===== src/rtl/ucode_sequencer.sv =====
// ucode_sequencer
//   Instruction decoder / microcode sequencer sitting between the prefetch
//   queue and the execution unit (XU). A 32-bit command is accepted, its
//   operand fields and opcode are latched, the opcode is looked up in an
//   external jump ROM to find the micro-entry point, and micro-ops are then
//   fetched from an external uop ROM and streamed to the XU over a
//   valid/ready handshake. Micro-branches, flush and a runaway watchdog are
//   supported.
//
// Ports
//   clk, rst                   clock, synchronous active-high reset
//   cmd_valid/cmd_ready/cmd    command handshake from the prefetch queue
//   jrom_addr/jrom_data        jump ROM: address = registered opcode
//   urom_addr/urom_data        uop ROM: address = micro-instruction pointer
//   cond                       XU branch condition, used on a uop handshake
//   flush                      abandon the current sequence
//   uop_valid/uop_ready/uop    micro-op handshake to the XU
//   regsrc/regdst/aluop/opimm  decoded fields, held for the whole sequence
//   busy                       sequencer is not idle
//   err                        one-cycle pulse on watchdog abort
module ucode_sequencer #(
    parameter int UOP_W    = 16,
    parameter int UIP_W    = 8,
    parameter int EOS_BIT  = 4,
    parameter int BR_BIT   = 5,
    parameter int MAX_UOPS = 64
) (
    input  logic             clk,
    input  logic             rst,
    input  logic             cmd_valid,
    output logic             cmd_ready,
    input  logic [31:0]      cmd,
    output logic [7:0]       jrom_addr,
    input  logic [UIP_W-1:0] jrom_data,
    output logic [UIP_W-1:0] urom_addr,
    input  logic [UOP_W-1:0] urom_data,
    input  logic             cond,
    input  logic             flush,
    output logic             uop_valid,
    input  logic             uop_ready,
    output logic [UOP_W-1:0] uop,
    output logic [3:0]       regsrc,
    output logic [3:0]       regdst,
    output logic [3:0]       aluop,
    output logic [15:0]      opimm,
    output logic             busy,
    output logic             err
);

    typedef enum logic [2:0] {
        S_IDLE,
        S_JMP,
        S_LOAD,
        S_FETCH,
        S_ISSUE
    } state_t;

    localparam logic [15:0] MAX_CNT = 16'(MAX_UOPS);

    state_t           state;
    logic [7:0]       opcode;
    logic [UIP_W-1:0] uip;
    logic [15:0]      count;

    logic [7:0]  b0;
    logic [7:0]  b1;
    logic [7:0]  dec_opcode;
    logic [15:0] count_next;
    logic        wd_expire;

    assign b0 = cmd[31:24];
    assign b1 = cmd[23:16];

    // Opcode packing depends on the format nibble: the 1100 group gives up
    // b0[2] to keep two bits of b1, the 11xx groups take b1's top bits.
    // NOTE: every always_comb output gets a default first so no path can
    // leave it unassigned and infer a latch.
    always_comb begin
        dec_opcode = {b0[7:4], b0[1:0], b1[1:0]};
        case (b0[7:4])
            4'hC:             dec_opcode = {b0[7:3], 1'b0, b1[1:0]};
            4'hD, 4'hE, 4'hF: dec_opcode = {b0[7:2], b1[7:6]};
            default:          dec_opcode = {b0[7:4], b0[1:0], b1[1:0]};
        endcase
    end

    assign count_next = count + 16'd1;
    assign wd_expire  = (count_next == MAX_CNT);

    assign cmd_ready = (state == S_IDLE) && !rst && !flush;
    assign busy      = (state != S_IDLE);
    assign jrom_addr = opcode;
    assign urom_addr = uip;

    // NOTE: all state is updated with non-blocking assignments so every
    // register samples the pre-edge value of every other register.
    always_ff @(posedge clk) begin
        if (rst) begin
            state     <= S_IDLE;
            uop_valid <= 1'b0;
            uop       <= '0;
            uip       <= '0;
            opcode    <= '0;
            regsrc    <= '0;
            regdst    <= '0;
            aluop     <= '0;
            opimm     <= '0;
            err       <= 1'b0;
            count     <= '0;
        end else begin
            err <= 1'b0;
            if (flush) begin
                // A uop taken in the flush cycle still counts as consumed,
                // but the pointer and decoded fields are left untouched.
                if (state == S_ISSUE && uop_ready)
                    count <= count_next;
                state     <= S_IDLE;
                uop_valid <= 1'b0;
            end else begin
                case (state)
                    S_IDLE: begin
                        if (cmd_valid) begin
                            regsrc <= {b0[3], b1[7:5]};
                            regdst <= {b0[2], b1[4:2]};
                            aluop  <= b0[7:4];
                            opimm  <= cmd[15:0];
                            opcode <= dec_opcode;
                            count  <= '0;
                            state  <= S_JMP;
                        end
                    end
                    // Jump ROM sees the new opcode during this cycle.
                    S_JMP: state <= S_LOAD;
                    S_LOAD: begin
                        uip   <= jrom_data;
                        state <= S_FETCH;
                    end
                    S_FETCH: begin
                        uop       <= urom_data;
                        uop_valid <= 1'b1;
                        state     <= S_ISSUE;
                    end
                    S_ISSUE: begin
                        if (uop_ready) begin
                            count     <= count_next;
                            uop_valid <= 1'b0;
                            if (uop[EOS_BIT]) begin
                                state <= S_IDLE;
                            end else if (wd_expire) begin
                                err   <= 1'b1;
                                state <= S_IDLE;
                            end else begin
                                if (uop[BR_BIT] && cond)
                                    uip <= uop[UIP_W-1:0];
                                else
                                    uip <= uip + 1'b1;
                                state <= S_FETCH;
                            end
                        end
                    end
                    default: state <= S_IDLE;
                endcase
            end
        end
    end

endmodule


===== config.mk =====
export PLATFORM = sky130hd
export DESIGN_NAME = ucode_sequencer
export DESIGN_NICKNAME = d
export VERILOG_FILES = /design/src/rtl/ucode_sequencer.sv
export SDC_FILE = /design/constraint.sdc
export NUM_CORES = 1
export LEC_CHECK = 0
export CAP_MARGIN = 20
export CORE_ASPECT_RATIO = 1.75
export CORE_UTILIZATION = 35
export CTS_CLUSTER_DIAMETER = 100
export DETAILED_ROUTE_END_ITERATION = 10
export PLACE_DENSITY = 0.69
export SLEW_MARGIN = 20
export SYNTH_ARGS = -nofsm -noshare
export SYNTH_HDL_FRONTEND = slang
export SYNTH_SLANG_ARGS = --single-unit

===== constraint.sdc =====
create_clock -name clk -period 3.1 [get_ports clk]
set_input_delay 0.31 -clock clk [delete_from_list [all_inputs] [get_ports clk]]
set_output_delay 0.31 -clock clk [all_outputs]
set_load 0.01 [all_outputs]

### Word-level counts from Yosys, hierarchy flattened

Index checks and enable logic that the tools add are counted.
Widths: inputs -> output; s select.

* add/sub/neg operators: 2
* eq/ne operators: 16
* muxes and demuxes: 19
* bitwise operators: 3
* reductions and logical operators: 20

Operators by type and width (number)
* $mux 16: 4
* $mux 8: 4
* $pmux 16 s2: 1
* $add 16x1->16 const B: 1
* $eq 16x7->1 const B: 1
* $eq 4x4->1 const B: 4
* $pmux 8 s2: 1
* $pmux 3 s5: 1
* $add 8x1->8 const B: 1
* $ne 2x2->1 const B: 4
* $pmux 4 s2: 1
* $eq 3x2->1 const B: 2
* $mux 3: 2
* $ne 3x3->1 const B: 2
* $reduce_and 2->1: 3
* $reduce_bool 3->1: 2
* $reduce_and 5->1: 1
* $reduce_or 5->1: 1
* $logic_and 1x1->1: 4
* $mux 2: 2
* $reduce_and 4->1: 1
* $reduce_bool 2->1: 2
* $eq 3x1->1 const B: 1
* $eq 3x3->1 const B: 1
* 9 further kinds: 13

* register bits after elaboration: 81
* input bits: 62
* output and inout bits: 64
* logic and storage cells: 71

### Logic depth before layout (Yosys ltp)

* depth in word-level cells: 6
* mapped depth: 10
* depth with buffers taken out: 8

### Worst setup path after synthesis

No wires, ideal clock.

* path type: reg-to-reg
* start point: register count[0]
* end point: register uip[0] (netlist: urom_addr[0])
* setup time: 121 ps
* arrival: 2438 ps
* data required time: 2979 ps
* slack: 541 ps
* cell stages (with the launch flop): 9
* buffers on the path: 1
* clock period less this slack: 2559 ps
* cells stage by stage: dfxtp_1 -> ha_1 -> nand4_1 -> nor3_2 -> a41oi_1 -> or4_4 -> o31a_1 -> buf_6 -> mux2_4

* cells in the longest elaborated chain, start to end: 4

RTL lines
* from (decl): line 63 `logic [15:0] count;`
* from (signal assigned): line 116 `count <= count_next;`
* from (signal assigned): line 145 `count <= count_next;`
* $add 16x1->16: line 87 `assign count_next = count + 16'd1;`
* $eq 16x7->1: line 88 `assign wd_expire = (count_next == MAX_CNT);`
* $ne 2x2->1 (no source line)
* $reduce_and 5->1 (no source line)
* to (signal assigned): line 135 `uip <= jrom_data;`
* to (signal assigned): line 154 `uip <= uop[UIP_W-1:0];`
* to (signal assigned): line 156 `uip <= uip + 1'b1;`
* to (decl): line 62 `logic [UIP_W-1:0] uip;`

No other way between the ends.
A chain may end at the register's enable or synchronous reset.

### Worst setup path in the final report

* start point: register count[4]
* end point: register uip[7] (netlist: urom_addr[7])

Same word-level chain as after synthesis.

==> results by group <==
Timing
  • Skew final: 0.00469 ns
  • Worst hold-check slack: 0.305 ns
  • Hold Vio Cnt, Final: 0
  • Actual slew at the worst max-slew pin: 0.862 ns
  • Period Utilization, post-route: 92.3%
  • Count of endpoints failing setup in the final report: 0
  • Minimum clock period: 2.86 ns
  • Achievable Freq: 0.349 GHz
  • Setup TNS: 0 ns
  • Setup repair after global routing missed its margin: no
  • Final worst slack: 0.239 ns
  • Rel. slew slack: 42.5%
  • Max-slew violation total from the final report: 0

Power
  • VDD IR max: 0.000296 V
  • Power density cells: 432 nW/µm²
  • Standby leakage power: 1.79 nW

Drt
  • Number of antenna-violating nets in the routed design: 0
  • Number of DRC markers after the initial detailed-route iteration: 213
  • Number of iterations in the first detailed-routing pass: 4
  • Post-detailed-routing wire length: 10600 µm
  • Vias per inst: 5.20
  • Count of unresolved DRC violations after routing: 0
  • Mean routed wirelength per cell: 15.2 µm
  • Via total after detailed routing: 3648

Setup path
  • FF-to-FF Start: count[4]
  • Slack of the worst reg-to-reg path: 0.24 ns
  • Kind of start point of the critical path: register
  • Kind of critical path: register to register
  • Worst Reg2Reg Path Length in Cells: 6
  • Critical Path End Type: register
  • Maximum fanout encountered on the critical timing path: 9
  • Capture instance of the worst register-to-register path: urom_addr[7]
  • CP Data Arrival Time: 3.08 ns
  • Required time reported for the critical path endpoint: 3.32 ns

Synthesis
  • Top FF cell, synth: dfxtp_1
  • Syn Nets: 532
  • Area share of fa/ha/maj cells after synthesis: 0.696%
  • Post-synth ARST share: 0%
  • Synthesized-area fraction occupied by and/or/nand/nor cells: 25.9%
  • Post-Synthesis Cells: 468
  • Number of distinct library cell variants in the gate-level netlist after synthesis: 47
  • Yosys Warn Count: 0
  • Number of synthesized register bits: 77
  • Syn_area_per_cell: 7.69 µm²
  • Post-Synthesis Cell Area: 3600 µm²
  • Share of the synthesized netlist area taken by xor and xnor gates: 2.19%
  • Count of flip-flops with a built-in enable after synthesis: 0
  • Fraction of the mapped netlist area in compound gates: 19.5%
  • Part of the Yosys area used for sequential elements: 42.9%
  • Post-synthesis mux area share: 3.62%
  • Largest family of logic cells by synthesized area: simple AND/OR/NAND/NOR gates

Place
  • Routability-driven placement congestion ratio: 0.875
  • HPWL reported at the end of detailed placement: 7580 µm
  • Total of buffers placed on input and output ports: 125
  • Inst Count DP: 686
  • Minimum setup slack after placement: 0.294 ns

Die
  • Vertical die dimension: 136 µm
  • Total die area: 10700 µm²
  • I/O pin count: 126
  • Placeable Area: 9910 µm²
  • Number of placement rows: 48
  • Initial Utilization: 36.3%
  • Die Width: 78.6 µm

Layout
  • Area used by multi-input combinational logic: 1880 µm²
  • Post-synthesis to final-layout area growth: 42.6%
  • Layout Cells excl Fill: 701
  • Register Area: 1540 µm²
  • Count of nets after finishing: 636
  • Proportion of layout cells with a drive suffix above 1: 5.90%
  • Antenna fix cells: 0
  • Fillers: 979

Clock tree
  • Post-CTS setup buffer count: 0
  • Clock latency at the later pin of the worst-skew pair: 0.33 ns
  • CTS tree: built
  • Clock root buffer master: clkbuf_16
  • Clock sink count: 77
  • Number of buffers inserted during clock tree synthesis: 9
  • Clock-pin slew on the worst setup and hold paths: 0.06 ns
  • Buffers from clock root to sink, at most: 2
  • CTS resizes: 0
  • Post-cts hold buffer count: 0
  • Deepest level of the CTS H-tree: 3

Run
  • Max Cap Violations: 0

GRT
  • Global-route wire length before repair: 16500 µm
  • GRT Overall Usage: 20.1%
  • Congestion Overflow GR: 0
  • Number of global-route vias before repair: 3409
  • Pin count of the biggest net entering global routing: 82
  • Number of antenna violations at the first check in global routing: 0

Min path
  • Beginning of the worst hold path: rst
  • Worst hold path type: input port to register
  • Number of cells traversed by the worst hold path: 3
  • Endpoint, Worst Hold: state[2]

Status
  • Outcome: completed
[stage by stage]
step	utilization [%]	total power, mW	cell area (µm²)
6_report	51.8	2.22	5130
5_1_grt	51.8	2.31	5130
4_1_cts	51.7	2.25	5130
3_5_place_dp	49.1	1.29	4860
3_3_place_gp	49.1	1.29	4860
2_1_floorplan	-	1.14	3600
[Yosys cell counts, types with 2 or more instances]
library cell | count | area share [%]
a21oi_1 | 70 | 9.7
nor2_1 | 38 | 4.0
xor2_1 | 5 | 1.2
a311o_1 | 2 | 0.56
dfxtp_1 | 77 | 43
o211ai_1 | 4 | 0.83
ha_1 | 2 | 0.70
nor3_1 | 4 | 0.56
nand2_1 | 115 | 12
and3_1 | 7 | 1.2
buf_6 | 2 | 0.63
buf_4 | 4 | 0.83
a211oi_1 | 12 | 2.5
inv_1 | 4 | 0.42
clkbuf_1 | 24 | 2.5
buf_2 | 6 | 0.83
a31oi_1 | 4 | 0.70
nand4_1 | 6 | 1.0
and2_1 | 2 | 0.35
xnor2_1 | 4 | 0.97
a311oi_1 | 4 | 0.97
nor4b_1 | 2 | 0.49
o21ai_0 | 17 | 2.4
nand2b_1 | 2 | 0.35
mux2_4 | 6 | 2.5
mux2i_1 | 4 | 1.1
a22oi_1 | 3 | 0.63
or2_2 | 2 | 0.35
nor2b_1 | 7 | 1.2
nand3_1 | 12 | 1.7
[registers in the layout, summed over array words and instances, names as in the netlist]
| name | count |
|---|---|
| regsrc | 4 |
| uop_valid | 1 |
| err | 1 |
| state | 3 |
| jrom_addr | 4 |
| uop | 16 |
| opimm | 16 |
| aluop | 4 |
| count | 16 |
| urom_addr | 8 |
| regdst | 4 |
[report_power, final]
part / internal, mW / total [mW] / switching, mW
Sequential: 1.01 / 1.03 / 0.0148
Clock: 0.536 / 0.945 / 0.408
Combinational: 0.137 / 0.243 / 0.106
Total: 1.69 / 2.22 / 0.529
[cell type report]
cell class / instances / area share [%]
timing repair buffer: 129 / 24.9
tap: 125 / 3.05
multi-input combinational: 351 / 36.6
inverter: 4 / 0.293
clock inverter: 6 / 0.780
sequential: 77 / 30.0
clock buffer: 9 / 4.39
[cell usage in the layout (no fill, tap or decap), types with 3 or more instances in the layout]
cell,synthesis,layout
buf_4,4,4
o211ai_1,4,4
mux2i_1,4,4
nand3_1,12,12
nor2b_1,7,7
nand2_1,115,115
xnor2_1,4,4
and3_1,7,7
mux2_4,6,6
clkdlybuf4s50_1,0,124
clkbuf_16,0,9
a21oi_1,70,70
nor2_1,38,37
nor3_1,4,4
a211oi_1,12,12
a31oi_1,4,4
xor2_1,5,5
dfxtp_1,77,77
nand4_1,6,6
a311oi_1,4,4
o21ai_0,17,17
a22oi_1,3,3
clkinv_2,0,3
inv_1,4,4
[logic make-up after synthesis]
logic type,count (synthesis)
mux,10
compound gates,121
xor+xnor,9
simple gates,209
flops,77
fa+ha+maj,2
buf+inv,40
[critical path: stages (launching register included)]
cell and delay, ns:
dfxtp_1 0.47, nand4_1 0.25, nor3_2 0.48, a41oi_1 0.18
or4_4 0.56, o31a_1 0.44, mux2_4 0.36
[how the worst max path moves through the flow]
stage,from,to,slack [ns]
finish,count[4],urom_addr[7],0.24
global route,count[4],urom_addr[0],0.06
CTS,count[4],urom_addr[7],0.28
detailed placement,count[4],urom_addr[3],0.29
global placement,count[4],urom_addr[7],0.39
floorplan,count[0],urom_addr[0],0.54
[layer usage]
layer,vias to the layer above,global-route usage [%],wire (µm)
met1,1683,21.3,4120
li1,1816,-,-
met5,-,0,0
met2,118,36.3,5690
met3,31,4.50,402
met4,0,10.8,419
Note: power is estimated with default switching activity, not from simulation.
